[src/rtl/d_e_pipe_reg_pkg.sv]
// Shared pipeline definitions: instruction-class width, Tnew encodings,
// the default reset PC and the registered D->E bundle layout.
package d_e_pipe_reg_pkg;

  localparam int          INSTR_TYPE_W     = 10;
  localparam logic [1:0]  TNEW_0           = 2'd0;
  localparam logic [1:0]  TNEW_1           = 2'd1;
  localparam logic [1:0]  TNEW_2           = 2'd2;
  localparam logic [31:0] DEFAULT_RESET_PC = 32'h0000_3000;

  typedef struct packed {
    logic [31:0]             pc;
    logic [31:0]             instr;
    logic [INSTR_TYPE_W-1:0] instr_type;
    logic [31:0]             rs_data;
    logic [31:0]             rt_data;
    logic [31:0]             ext;
    logic [4:0]              wr_num;
    logic                    wr_en;
    logic [1:0]              tnew;
    logic                    valid;
  } e_bundle_t;

  // A NOP in E: everything cleared except the PC, which is kept for exceptions.
  function automatic e_bundle_t nop_bundle(input logic [31:0] pc);
    e_bundle_t b;
    b    = '0;
    b.pc = pc;
    return b;
  endfunction

endpackage

[src/rtl/d_e_pipe_reg_sat_counter.sv]
// Saturating up-counter with async active-high reset; reused for the
// per-stage bubble counters.
module sat_counter #(
  parameter int CNT_W = 16
) (
  input  logic             clk,
  input  logic             reset,
  input  logic             inc,
  output logic [CNT_W-1:0] count
);

  logic [CNT_W-1:0] count_d, count_q;

  always_comb begin
    // NOTE: assign a default before any branch so no path leaves count_d unassigned (no latch).
    count_d = count_q;
    if (inc && (count_q != '1)) count_d = count_q + CNT_W'(1);
  end

  always_ff @(posedge clk or posedge reset) begin
    // NOTE: sequential state uses non-blocking assignments so all flops update together.
    if (reset) count_q <= '0;
    else       count_q <= count_d;
  end

  assign count = count_q;

endmodule

[src/rtl/d_e_pipe_reg.sv]
// D->E pipeline register: captures the decoded bundle, or loads a NOP when
// the stall unit asks for a bubble. All outputs come straight from flops.
module d_e_pipe_reg
  import d_e_pipe_reg_pkg::*;
#(
  parameter logic [31:0] RESET_PC = DEFAULT_RESET_PC,
  parameter int          CNT_W    = 16
) (
  input  logic                    clk,
  input  logic                    reset,
  input  logic                    E_REG_STALL,
  input  logic [31:0]             D_PC,
  input  logic [31:0]             D_inStr,
  input  logic [INSTR_TYPE_W-1:0] D_inStrType,
  input  logic [31:0]             D_rsData,
  input  logic [31:0]             D_rtData,
  input  logic [31:0]             D_ext,
  input  logic [4:0]              D_writeReg_NUM,
  input  logic                    D_writeReg_EN,
  input  logic [1:0]              D_TnewE,
  output logic [31:0]             E_PC,
  output logic [31:0]             E_inStr,
  output logic [INSTR_TYPE_W-1:0] E_inStrType,
  output logic [31:0]             E_rsData,
  output logic [31:0]             E_rtData,
  output logic [31:0]             E_ext,
  output logic [4:0]              E_writeReg_NUM,
  output logic                    E_writeReg_EN,
  output logic [1:0]              E_Tnew,
  output logic                    E_valid,
  output logic [CNT_W-1:0]        bubble_cnt
);

  e_bundle_t e_d, e_q;

  always_comb begin
    e_d = nop_bundle(D_PC);
    if (!E_REG_STALL) begin
      e_d.instr      = D_inStr;
      e_d.instr_type = D_inStrType;
      e_d.rs_data    = D_rsData;
      e_d.rt_data    = D_rtData;
      e_d.ext        = D_ext;
      e_d.wr_num     = D_writeReg_NUM;
      // $0 is hardwired, so never advertise a pending write to it.
      e_d.wr_en      = D_writeReg_EN && (D_writeReg_NUM != 5'd0);
      e_d.tnew       = D_TnewE;
      e_d.valid      = 1'b1;
    end
  end

  always_ff @(posedge clk or posedge reset) begin
    if (reset) e_q <= nop_bundle(RESET_PC);
    else       e_q <= e_d;
  end

  sat_counter #(.CNT_W(CNT_W)) u_bubble_cnt (
    .clk   (clk),
    .reset (reset),
    .inc   (E_REG_STALL),
    .count (bubble_cnt)
  );

  assign E_PC           = e_q.pc;
  assign E_inStr        = e_q.instr;
  assign E_inStrType    = e_q.instr_type;
  assign E_rsData       = e_q.rs_data;
  assign E_rtData       = e_q.rt_data;
  assign E_ext          = e_q.ext;
  assign E_writeReg_NUM = e_q.wr_num;
  assign E_writeReg_EN  = e_q.wr_en;
  assign E_Tnew         = e_q.tnew;
  assign E_valid        = e_q.valid;

endmodule

[config.mk]
export PLATFORM = sky130hd
export DESIGN_NAME = d_e_pipe_reg
export DESIGN_NICKNAME = d
export VERILOG_FILES = /design/src/rtl/d_e_pipe_reg_pkg.sv /design/src/rtl/d_e_pipe_reg_sat_counter.sv /design/src/rtl/d_e_pipe_reg.sv
export SDC_FILE = /design/constraint.sdc
export NUM_CORES = 1
export LEC_CHECK = 0
export CORE_MARGIN = 10
export CORE_UTILIZATION = 34
export CTS_CLUSTER_DIAMETER = 60
export DETAILED_ROUTE_END_ITERATION = 8
export PLACE_DENSITY = 0.78
export SYNTH_ARGS = -nofsm -noshare
export SYNTH_HDL_FRONTEND = slang
export SYNTH_SLANG_ARGS = --single-unit
[constraint.sdc]
create_clock -name clk -period 6.3 [get_ports clk]
set_input_delay 1.26 -clock clk [delete_from_list [all_inputs] [get_ports clk]]
set_output_delay 1.26 -clock clk [all_outputs]
set_load 0.02 [all_outputs]
# Word level (Yosys, flattened, before mapping)

Index checks and enable logic that the tools add are counted.

Bits in registers: 195
Input bits: 181
Output and inout port bits: 195
Logic and storage cells: 17

Add/subtract/negate cells: 1
Eq/ne operators: 1
Muxes and demuxes: 1
Reduce and logical (&&, ||, !) cells: 3

Operators with widths:

| kind                    | number |
|---|---|
| $mux W147               | 1 |
| $add A16 B1 Y16 const B | 1 |
| $ne A16 B16 Y1 const B  | 1 |
| $reduce_bool A5 Y1      | 1 |
| $logic_and A1 B1 Y1     | 2 |

# Logic depth before layout (Yosys ltp)

Gate-level depths: netlist of run 1.

Depth in word-level cells: 3
Mapped depth: 5

# Modules after synthesis

From an unflattened synthesis of run 1, not the netlist that was laid out.

Cell total of the unflattened synthesis: 415
Area total of the unflattened synthesis: 6328.6 µm²

Modules (own cells, without submodules):

| module       | times used | cells each | area an instance (µm²) |
|---|---|---|---|
| d_e_pipe_reg | 1          | 344        | 5522.8 |
| sat_counter  | 1          | 71         | 805.8 |

# Worst setup path after synthesis of run 1

Ideal clock, no wire load.

Kind: input port to flip-flop
Start: input E_REG_STALL
End: register u_bubble_cnt.count_q[11] (netlist: u_bubble_cnt.count[11])
Setup time: 0.080 ns
Arrival: 1.996 ns
Data required time: 6.220 ns
Slack: 4.224 ns
Stages: 4
Path buffers: 0
Path through: and4_1 > nand2b_1 > nor4_1 > xor2_1

Longest elaborated chain between the ends: 1

RTL lines:

| item                 | RTL line                       | RTL |
|---|---|---|
| start, declared      | d_e_pipe_reg.sv:11             | `input logic E_REG_STALL,` |
| $logic_and A1 B1 Y1  | d_e_pipe_reg_sat_counter.sv:17 | `if (inc && (count_q != '1)) count_d = count_q + CNT_W'(1);` |
| end signal, assigned | d_e_pipe_reg_sat_counter.sv:23 | `else count_q <= count_d;` |
| end, declared        | d_e_pipe_reg_sat_counter.sv:12 | `logic [CNT_W-1:0] count_d, count_q;` |

Every way passes these cells.
A chain may end at the register's enable or synchronous reset.

# Worst setup path in the final report of run 1

Start: register u_bubble_cnt.count_q[3] (netlist: u_bubble_cnt.count[3])
End: output bubble_cnt[3]

RTL lines:

| item          | RTL line           | RTL |
|---|---|---|
| end, declared | d_e_pipe_reg.sv:31 | `output logic [CNT_W-1:0] bubble_cnt` |

No word-level cell between the ends.

==> results.txt, run 1 <==
For this design, the slowest cell found on the critical path is clkdlybuf4s50_1. The number of distinct standard cells referenced by the synthesized netlist is 31. The final wirelength came out at 20800 µm. In this run the vertical extent of the chip is 156 µm. Setup repair after global routing left no endpoint under its margin. The synthesis-to-finish area growth is 72.5%.

The number of non-filler instances in the completed layout came out at 1046. For this run, the slowest stage of the critical path takes 0.68 ns. The number of buffers inserted by hold repair at cts came out at 0.

After synthesis the netlist holds a flip-flop and latch count of 195. The longest clock path from root to sink contains 2 buffers. The number of global-route vias before repair is 4964.

The worst setup path is of the flop to output pin kind. After legalization and detailed placement, the total HPWL measured 16400 µm. The post-route netlist has 5.64% of its cells at a drive strength greater than 1. The vias after detailed routing came out at 4505.

The data arrival time at the worst-slack endpoint came out at 1.59 ns. The worst setup path is captured at an output pin. TritonCTS built the clock tree. The run finished with clean final reports. Post-CTS timing repair inserted 0 buffers for setup. The post-synth net total is 603. Global routing consumed, over all layers together, 16.7% of the routing resources. The sum of negative setup slack came out at 0 ns.

The total iterations of the first detailed-routing run came out at 4. The gate family responsible for the most delay along the worst path is buffers and inverters. The effective utilization at floorplan is 34.9%.

The total power divided by cell area came out at 269 nW/µm². The antenna violation net count after detailed routing is 0. The initial antenna violation count came out at 1. The number of max-cap violations came out at 0. The core box area came out at 18100 µm². Port buffering added 375 buffers.

After clock tree synthesis, the clock-pin slew on the worst setup and hold paths is 0.07 ns. A synthesized cell averages 15.0 µm². The overflow left after global routing came out at 0. The die area is 24400 µm². The number of I/O pins came out at 376.

The source-to-sink clock delay at the later pin of the worst-skew pair came out at 0.42 ns. After layout, the worst setup slack is 3.45 ns. The wire length per cell after detailed routing came out at 19.9 µm. The number of buffers created by CTS came out at 17. The number of sinks handled by clock tree synthesis came out at 195. Summing every instance area after synthesis gives 6300 µm². The post-layout minimum cycle time came out at 2.85 ns.

The global-route wire length before repair came out at 30500 µm. In this run the worst hold path is classified as flop to flop. For this design the static power due to leakage is 0.00473 µW. In this run the register-to-register setup slack is 4.49 ns. The total DRC errors in the routed layout came out at 0. The signal on the critical path passes through clkdlybuf4s50_1. Entering global routing, the biggest net connects 95 pins. The sequential area share after synthesis is 77.5%. In this run, post-CTS repair resized a total of 0 instances. The floorplan die width is 156 µm. The highest clock rate came out at 351 MHz.

During synthesis, Yosys emitted a total of 0 warnings. The H-tree was split into 4 levels. The number of nets in the final layout came out at 985. The number of pins with negative max-slew slack in the final report came to 0. The part of the cycle the worst path needs is 45.2%. The number of hold violations in the final report came out at 0. The floorplan has 49 rows. STA puts the critical path data required time at 5.04 ns. The post-placement cell count is 1013. The largest fanout of any net on the critical path came out at 6. The worst slew slack as a fraction of its limit came out at 31.6%.

In this run, the number of DRC markers left after iteration 0 of detailed routing was 194. The measured slew at the worst slew-check pin came out at 1.03 ns. The worst IR drop on VDD is 0.182 mV. The worst slack after detailed placement came out at 3.22 ns. The placer's final routability congestion estimate came out at 0.777.

The worst setup path is launched from a flop. The tree is rooted in a clkbuf_16. Setup violations remaining at the end of the flow were counted as 0. The mean number of vias per cell came out at 4.31. The final setup skew came out at 0.00517 ns.

The count of mapped cells out of synthesis came out at 421. The number of buffers and inverters on the critical path is 1.
metal layers:
| layer | GRT usage [%] | part of all wire (%) |
|---|---|---|
| met1 | 18.2 | 37 |
| met2 | 27.0 | 48 |
| met3 | 9.82 | 13 |
| met4 | 5.35 | 1.7 |
| met5 | 0 | 0 |
metrics by stage:
| step | power [µW] | hold slack, ns | util (%) | instance area, µm² |
|---|---|---|---|---|
| 2_1_floorplan | 1610 | 0.617 | - | 6310 |
| 3_3_place_gp | 1930 | 0.526 | 57.0 | 10300 |
| 3_5_place_dp | 1940 | 0.526 | 57.0 | 10300 |
| 4_1_cts | 2970 | 0.535 | 60.1 | 10900 |
| 5_1_grt | 3060 | 0.551 | 60.1 | 10900 |
| 6_report | 2930 | 0.530 | 60.1 | 10900 |
placed cells by master, fill, tap and decap left out, types with 3 or more instances in the layout:
cell type	count
xor2_1	7
inv_8	3
clkinv_4	4
clkdlybuf4s50_1	374
nor3_1	4
dfrtp_1	193
nand3_1	5
nand2_1	8
buf_4	5
nor2b_1	145
clkinvlp_4	3
a21oi_1	3
inv_6	3
clkbuf_16	17
nor2_1	10
flip-flops by register name (all words and copies together) (netlist names):
name	flops
E_writeReg_NUM	5
E_rtData	32
u_bubble_cnt.count	16
E_ext	32
E_valid	1
E_writeReg_EN	1
E_inStrType	10
E_inStr	32
E_rsData	32
E_Tnew	2
E_PC	32
area by class of cell:
| class | instances | area, µm² |
|---|---|---|
| Sequential cell | 195 | 4880 |
| Antenna cell | 1 | 2.50 |
| Clock buffer | 19 | 443 |
| Tap cell | 229 | 287 |
| Multi-Input combinational cell | 207 | 1350 |
| Fill cell | 1391 | 7210 |
| Inverter | 3 | 15.0 |
| Clock inverter | 13 | 115 |
| Timing Repair Buffer | 379 | 3780 |
synthesized netlist by cell type:
master    instances  share of area (%)
o21a_1            2               0.24
nor4_2            2               0.40
nand4_1           1              0.099
or3_1             2               0.20
nand3_1           5               0.40
dfstp_2           2               0.83
nor2_1           10               0.60
mux2_1            1               0.18
and4bb_1          1               0.20
xor2_1            7               0.97
nand4_2           2               0.40
and3_1            1              0.099
nor2b_1         145                 14
nor4_1            1              0.099
or2b_1            1               0.12
mux2i_1           1               0.16
o311a_1           1               0.16
dfrtp_1         193                 77
o41ai_4           1               0.44
nand2_1           8               0.48
xnor2_1           2               0.28
a31oi_1           1              0.099
or2_2             1              0.099
inv_1             3               0.18
ha_1              1               0.20
a21oi_1           3               0.24
clkbuf_1         16               0.95
nor3_1            4               0.32
and4_1            1               0.14
nand2b_1          1              0.099
nand4_4           1               0.34
power breakdown:
part	internal (µW)	switching, µW
Clock	530	491
Combinational	279	245
Sequential	1330	50.2
Total	2140	786
path summary, 6_finish.rpt:
path,from,to,cells past startpoint
worst max register to register,u_bubble_cnt.count[8]$_DFFE_PP0P_,u_bubble_cnt.count[1]$_DFFE_PP0P_,4
min in group asynchronous,reset,E_inStr[19]$_DFF_PP0_,3
worst max-delay path,u_bubble_cnt.count[3]$_DFFE_PP0P_,bubble_cnt[3],1
max in group asynchronous,reset,E_PC[6]$_DFF_PP0_,3
worst min-delay path,u_bubble_cnt.count[0]$_DFFE_PP0P_,u_bubble_cnt.count[0]$_DFFE_PP0P_,1
worst min register to register,u_bubble_cnt.count[0]$_DFFE_PP0P_,u_bubble_cnt.count[0]$_DFFE_PP0P_,1
logic make-up (layout without fill, tap and decap cells):
group	count (synthesis)	count (layout)	synth area share, %
adder cells (fa/ha/maj)	1	1	0.198
other	0	1	0
buffers and inverters	19	414	1.13
flip-flops	195	195	77.5
multiplexers	2	2	0.337
AND/OR/NAND/NOR	187	187	18.5
XOR/XNOR	9	9	1.25
AO/OA/AOI/OAI	8	8	1.17
Note: power is estimated with default switching activity, not from simulation.
==> run 2: changes to the inputs <==
CORE_UTILIZATION = 37   (was 34)
PLACE_DENSITY = 0.8   (was 0.78)
clock period = 2.9 ns   (was 6.3 ns; I/O delays follow)
==> results.txt, run 2 (synthesis results as in run 1) <==
The master cell of the clock root buffer is clkbuf_16 (unchanged). The total iterations of the first detailed-routing run came out at 4 (unchanged). The final instance area came out at 11000 µm² (was 10900 µm²). The internal power was 4850 µW (was 2140 µW). The gate family responsible for the most delay along the worst path was buffers and inverters (unchanged).

The number of nets in the final layout is 985 (unchanged). The core box area came out at 16600 µm² (was 18100 µm²). The synthesis-to-finish area growth was 73.7% (was 72.5%). The number of buffers inserted by hold repair at cts was 0 (unchanged). The global-route wire length before repair is 29800 µm (was 30500 µm). The number of hold violations in the final report is 0 (unchanged).

The critical path's largest stage delay came out at 0.70 ns (was 0.68 ns). The die area is 22700 µm² (was 24400 µm²). The overall track demand over capacity in global routing is 17.9% (was 16.7%).

The kind of end point of the critical path is an output pin (unchanged). The worst IR drop on VDD came out at 0.370 mV (was 0.182 mV). Timing would allow up to 459 MHz. The clock tree from TritonCTS was built (unchanged). The commonest non-fill, non-tap cell in the layout is clkdlybuf4s50_1 (unchanged). The count of input and output buffers was 375 (unchanged). The worst path uses 75.1% of the clock period. The post-CTS setup repair buffer count came out at 0 (unchanged). The total power divided by cell area is 598 nW/µm² (was 269 nW/µm²). The die span in y came out at 151 µm (was 156 µm). The measured slew at the worst slew-check pin came out at 0.744 ns (was 1.03 ns).

The number of global-route vias before repair is 4901 (was 4964). The final setup skew is 0.00607 ns (was 0.00517 ns). The effective utilization at floorplan is 37.9% (was 34.9%). The number of I/O pins is 376 (unchanged). The source-to-sink clock delay at the later pin of the worst-skew pair is 0.42 ns (about the same). The wire length per cell after detailed routing is 20.1 µm (was 19.9 µm).

The number of pins with negative max-slew slack in the final report is 0 (unchanged). The vias after detailed routing came to 4464 (was 4505). The clock network fraction of total power came out at 36.7% (was 34.9%). The maximum number of buffers from clock root to sink came out at 2 (unchanged). CP Cell Sequence: clkdlybuf4s50_1 (unchanged). The largest fanout of any net on the critical path is 6 (unchanged). The mean number of vias per cell is 4.30 (was 4.31). The floorplan die width is 151 µm (was 156 µm). The total DRC errors in the routed layout came out at 0 (unchanged).

The number of max-cap violations came out at 0 (unchanged). The overflow left after global routing is 0 (unchanged). The power share of the sequential group is 45.8% (was 47.2%). The worst slew slack as a fraction of its limit is 50.4% (was 31.6%). The type of origin of the critical path was a flop (unchanged). The reported leakage power came out at 0.00476 µW (was 0.00473 µW).

The initial antenna violation count came out at 2 (was 1). RSZ-0062 raised after global routing: no (unchanged). The count of cells resized by post-cts repair is 0 (unchanged).

The data arrival time at the worst-slack endpoint came to 1.60 ns (was 1.59 ns). The antenna violation net count after detailed routing is 0 (unchanged). The combinational share of power was 17.5% (was 17.9%). The post-DP HPWL is 16600 µm (was 16400 µm). The slack of the worst reg-to-reg path came to 1.11 ns (was 4.49 ns). The clock slew at the register clock pins of the worst setup and hold paths came out at 0.07 ns (about the same). Highest-count cells in the layout ignoring fill and taps: 374 x clkdlybuf4s50_1, 193 x dfrtp_1, 145 x nor2b_1 (unchanged). The placer's final routability congestion estimate is 0.812 (was 0.777). The classification of the worst-slack hold path is input pin to flop (was flop to flop).

The post-layout minimum cycle time is 2.18 ns. The final wirelength is 20800 µm (about the same). The critical path class is flop to output pin (unchanged).

The number of buffers and inverters on the critical path was 1 (unchanged). The data required time of the worst path was 2.32 ns (was 5.04 ns). The final hold slack came out at 0.504 ns (was 0.530 ns). The number of buffers created by CTS came out at 17 (unchanged).

The pin count of the biggest net entering global routing is 134 (was 95). The layout cell share with drive strength beyond 1 was 5.76% (was 5.64%). The H-tree depth came out at 4 (unchanged). The sum of negative setup slack came to 0 ns (unchanged). The worst slack after detailed placement is 1.08 ns (was 3.22 ns).

The instance area after placement is 10300 µm² (about the same). The number of violations reported at the end of detailed-routing iteration 0 was 173 (was 194). The final number of setup-violating endpoints was 0 (unchanged). The number of sinks handled by clock tree synthesis is 195 (unchanged). The fraction of power spent switching nets came out at 26.0% (was 26.9%). The total power of the final layout is 6550 µW (was 2930 µW).

The net load switching power is 1700 µW (was 786 µW). The worst-case setup margin in the final layout came out at 0.721 ns (was 3.45 ns). Result of the run: completed (unchanged). The number of placement rows is 47 (was 49).

The cell with the biggest individual delay on the critical path is clkdlybuf4s50_1 (unchanged).
==> run 2: cell count changes in the layout (fill, tap and decap cells not counted), sizes merged <==
cell | before | now
bufinv | 0 | 2
clkinv | 5 | 3
diode | 1 | 2
==> run 2: metal layers <==
layer | vias to the layer above | GRT usage, % | part of all wire [%]
li1 | 2077 | - | -
met1 | 2143 | 17.1 | 32
met2 | 229 | 32.5 | 54
met3 | 15 | 8.97 | 12
met4 | 0 | 5.73 | 1.4
met5 | - | 0 | 0
==> run 2: final timing paths <==
kind                                                   start                                 to  cells after the start
setup / recovery           u_bubble_cnt.count[3]$_DFFE_PP0P_                      bubble_cnt[3]                      1
hold / removal                                   E_REG_STALL               E_inStr[7]$_DFF_PP0_                      2
setup reg to reg           u_bubble_cnt.count[0]$_DFFE_PP0P_  u_bubble_cnt.count[1]$_DFFE_PP0P_                      5
hold reg to reg            u_bubble_cnt.count[0]$_DFFE_PP0P_  u_bubble_cnt.count[0]$_DFFE_PP0P_                      1
max in group asynchronous                              reset                 E_ext[4]$_DFF_PP0_                      3
min in group asynchronous                              reset        E_writeReg_NUM[2]$_DFF_PP0_                      3
==> run 2: layout make-up <==
cell class,instances,area [µm²]
Inverter,3,15.0
Clock inverter,13,164
Tap cell,220,275
Sequential cell,195,4880
Multi-Input combinational cell,207,1350
Timing Repair Buffer,379,3810
Antenna cell,2,5.00
Clock buffer,19,453
Fill cell,1215,5690
==> run 2: per-stage QoR <==
| step | utilization [%] | std cells |
|---|---|---|
| 6_report | 65.8 | 1038 |
| 5_1_grt | 65.8 | 1038 |
| 4_1_cts | 65.8 | 1036 |
| 3_5_place_dp | 62.1 | 1004 |
| 3_3_place_gp | 62.1 | 1004 |
| 2_1_floorplan | - | 421 |
==> run 2: power groups by stage <==
stage / Sequential (µW) / Combinational, µW / Clock (µW)
6_report: 3000 / 1150 / 2400
5_1_grt: 3030 / 1220 / 2590
4_1_cts: 3000 / 1170 / 2470
3_5_place_dp: 3050 / 1160 / 0
3_3_place_gp: 3040 / 1140 / 0
2_1_floorplan: 3260 / 235 / 0
==> run 3: changes to the inputs <==
CORE_UTILIZATION = 34   (was 37)
PLACE_DENSITY = 0.78   (was 0.8)
clock period = 1.78 ns   (was 2.9 ns; I/O delays follow)
==> results.txt, run 3 (synthesis results as in run 1) <==
Result of the run: completed (unchanged). The power share of the sequential group came out at 47.1% (was 45.8%). The launch instance of the worst register-to-register path is u_bubble_cnt.count[0]$_DFFE_PP0P_ (unchanged).

The number of cells on the worst reg-to-reg path came out at 6 (was 5). The startpoint of the worst hold path was D_PC[12] (was E_REG_STALL). The number of global-route vias before repair is 4925 (was 4901). The layout cell share with drive strength beyond 1 was 6.34% (was 5.76%). The vias after detailed routing is 4498 (was 4464). The overflow left after global routing came out at 0 (unchanged). The global-route wire length before repair is 30700 µm (was 29800 µm). The internal power came to 7500 µW (was 4850 µW).

The endpoint with the worst hold slack is E_PC[12]$_DFF_PP1_ (was E_inStr[7]$_DFF_PP0_). The classification of the worst-slack hold path was input pin to flop (unchanged). The number of nets in the final layout came out at 989 (was 985).

The data required time of the worst path is 1.42 ns (was 2.32 ns). The final setup skew came out at 0.00643 ns (was 0.00607 ns). The final standard cell utilization of the core came out at 61.3% (was 65.8%).

The number of max-cap violations came out at 0 (unchanged). The number of sinks handled by clock tree synthesis came out at 195 (unchanged). The floorplan die width is 156 µm (was 151 µm). The number of hold violations in the final report came out at 0 (unchanged).

The clock network fraction of total power came out at 35.3% (was 36.7%). The placer's final routability congestion estimate is 0.784 (was 0.812). The fraction of power spent switching nets came out at 27.4% (was 26.0%). The mean number of vias per cell was 4.28 (was 4.30). The measured slew at the worst slew-check pin came out at 0.375 ns (was 0.744 ns). The multi-input combinational cell area is 1360 µm² (was 1350 µm²). The worst IR drop on VDD came out at 0.663 mV (was 0.370 mV).

The combinational share of power is 17.6% (was 17.5%). The number of buffers inserted by hold repair at cts came out at 0 (unchanged). The final number of setup-violating endpoints is 0 (unchanged). The slack of the worst reg-to-reg path came out at 0.08 ns (was 1.11 ns).

The end of the worst register-to-register path is u_bubble_cnt.count[13]$_DFFE_PP0P_ (was u_bubble_cnt.count[1]$_DFFE_PP0P_). The die area came out at 24400 µm² (was 22700 µm²). The commonest non-fill, non-tap cell in the layout is clkdlybuf4s50_1 (unchanged). The post-layout minimum cycle time came out at 1.75 ns. The overall track demand over capacity in global routing came out at 16.8% (was 17.9%). The number of violations reported at the end of detailed-routing iteration 0 is 116 (was 173). RSZ-0062 raised after global routing: yes (was no). The launching element of the worst setup path is E_inStr[5]$_DFF_PP0_ (was u_bubble_cnt.count[3]$_DFFE_PP0P_). The synthesis-to-finish area growth came to 75.9% (was 73.7%). The type of origin of the critical path is a flop (unchanged). The instance area after placement came out at 10400 µm² (was 10300 µm²). The source-to-sink clock delay at the later pin of the worst-skew pair is 0.43 ns (was 0.42 ns). The H-tree depth is 4 (unchanged). The wire length per cell after detailed routing is 19.9 µm (was 20.1 µm). The initial antenna violation count was 3 (was 2). The net load switching power is 2830 µW (was 1700 µW). The total iterations of the first detailed-routing run is 4 (unchanged). The kind of end point of the critical path is an output pin (unchanged). The core box area was 18100 µm² (was 16600 µm²). The number of pins with negative max-slew slack in the final report is 0 (unchanged). The antenna violation net count after detailed routing is 0 (unchanged). The gate family responsible for the most delay along the worst path is buffers and inverters (unchanged).

The critical path class is flop to output pin (unchanged). The largest fanout of any net on the critical path is 1 (was 6). The fill cell total of the finished layout came out at 1426 (was 1215).

The clock tree from TritonCTS was built (unchanged). The reported leakage power came out at 0.00569 µW (was 0.00476 µW). The die span in y is 156 µm (was 151 µm).

The critical path's largest stage delay came out at 0.62 ns (was 0.70 ns). The final wirelength came out at 20900 µm (was 20800 µm). The total power divided by cell area is 932 nW/µm² (was 598 nW/µm²).

The number of I/O pins is 376 (unchanged). The final instance area came out at 11100 µm² (was 11000 µm²). CP Cell Sequence: clkdlybuf4s50_1 (unchanged). The maximum number of buffers from clock root to sink is 2 (unchanged). The data arrival time at the worst-slack endpoint came out at 1.40 ns (was 1.60 ns). Highest-count cells in the layout ignoring fill and taps: 279 x clkdlybuf4s50_1, 193 x dfrtp_1, 145 x nor2b_1 (was 374 x clkdlybuf4s50_1, 193 x dfrtp_1, 145 x nor2b_1). The clock slew at the register clock pins of the worst setup and hold paths is 0.08 ns (was 0.07 ns). The number of placement rows is 49 (was 47).

The total DRC errors in the routed layout came to 0 (unchanged). The post-DP HPWL came out at 16700 µm (was 16600 µm). The highest clock rate came out at 570 MHz. The effective utilization at floorplan came to 34.9% (was 37.9%). The worst hold path stage count is 1 (was 2). The cell with the biggest individual delay on the critical path is clkdlybuf4s50_1 (unchanged). The pin count of the biggest net entering global routing is 79 (was 134).

The master cell of the clock root buffer is clkbuf_16 (unchanged). The number of buffers created by CTS is 17 (unchanged). The part of the cycle the worst path needs came out at 98.6%. The count of input and output buffers was 375 (unchanged).

The number of buffers and inverters on the critical path came out at 1 (unchanged). The sequential cell area came out at 4880 µm² (unchanged). The worst slew slack as a fraction of its limit is 75.0% (was 50.4%).
-- run 3: stage by stage --
step	hold slack, ns	worst slack (ns)	total power, µW	std cells	TNS [ns]
floorplan	0.360	-1.09	5700	421	-211.81
global placement	0.506	0.169	6830	1016	0
detailed placement	0.517	0.126	6860	1016	0
CTS	0.312	0.00251	10400	1048	0
global route	0.323	-0.0276	10800	1050	-0.0428
finish	0.331	0.0257	10300	1052	0
-- run 3: power by group through the flow --
stage          Clock [µW]  Sequential [µW]  Combinational [µW]
2_1_floorplan           0             5320                 383
3_5_place_dp            0             4960                1900
6_report             3650             4870                1820
5_1_grt              3920             4900                1950
3_3_place_gp            0             4950                1880
4_1_cts              3720             4870                1840
-- run 3: per-layer routing --
layer	vias to the layer above	part of all wire (%)	GRT usage (%)	routed length [µm]
li1	2093	-	-	-
met1	2123	35	17.1	7370
met2	253	48	27.5	10100
met3	29	14	10.8	3010
met4	0	2.0	5.98	413
met5	-	0	0	0
-- run 3: layout make-up --
type                    count  area share [%]
diodes                      3          0.0677
well taps                 229            2.58
multi-input cells         207            12.3
flip-flops and latches    195            44.0
inverters                   3           0.135
clock buffers              19            3.90
clock inverters            13            1.07
repair buffers            383            35.9
-- run 3: repair_timing --
action	CTS	global route
pin swaps	0	1
setup buffers	0	1
setup endpoints to repair	34	64
resized for setup	34	64
-- run 3: worst max path at each step --
stage	endpoint	cells after the start
6_report	E_inStr[5]	1
5_1_grt	u_bubble_cnt.count[1]$_DFFE_PP0P_	4
4_1_cts	E_writeReg_NUM[2]	1
3_5_place_dp	u_bubble_cnt.count[1]$_DFFE_PP0P_	4
3_3_place_gp	u_bubble_cnt.count[11]$_DFFE_PP0P_	4
2_1_floorplan	E_PC[0]$_DFF_PP0_	1
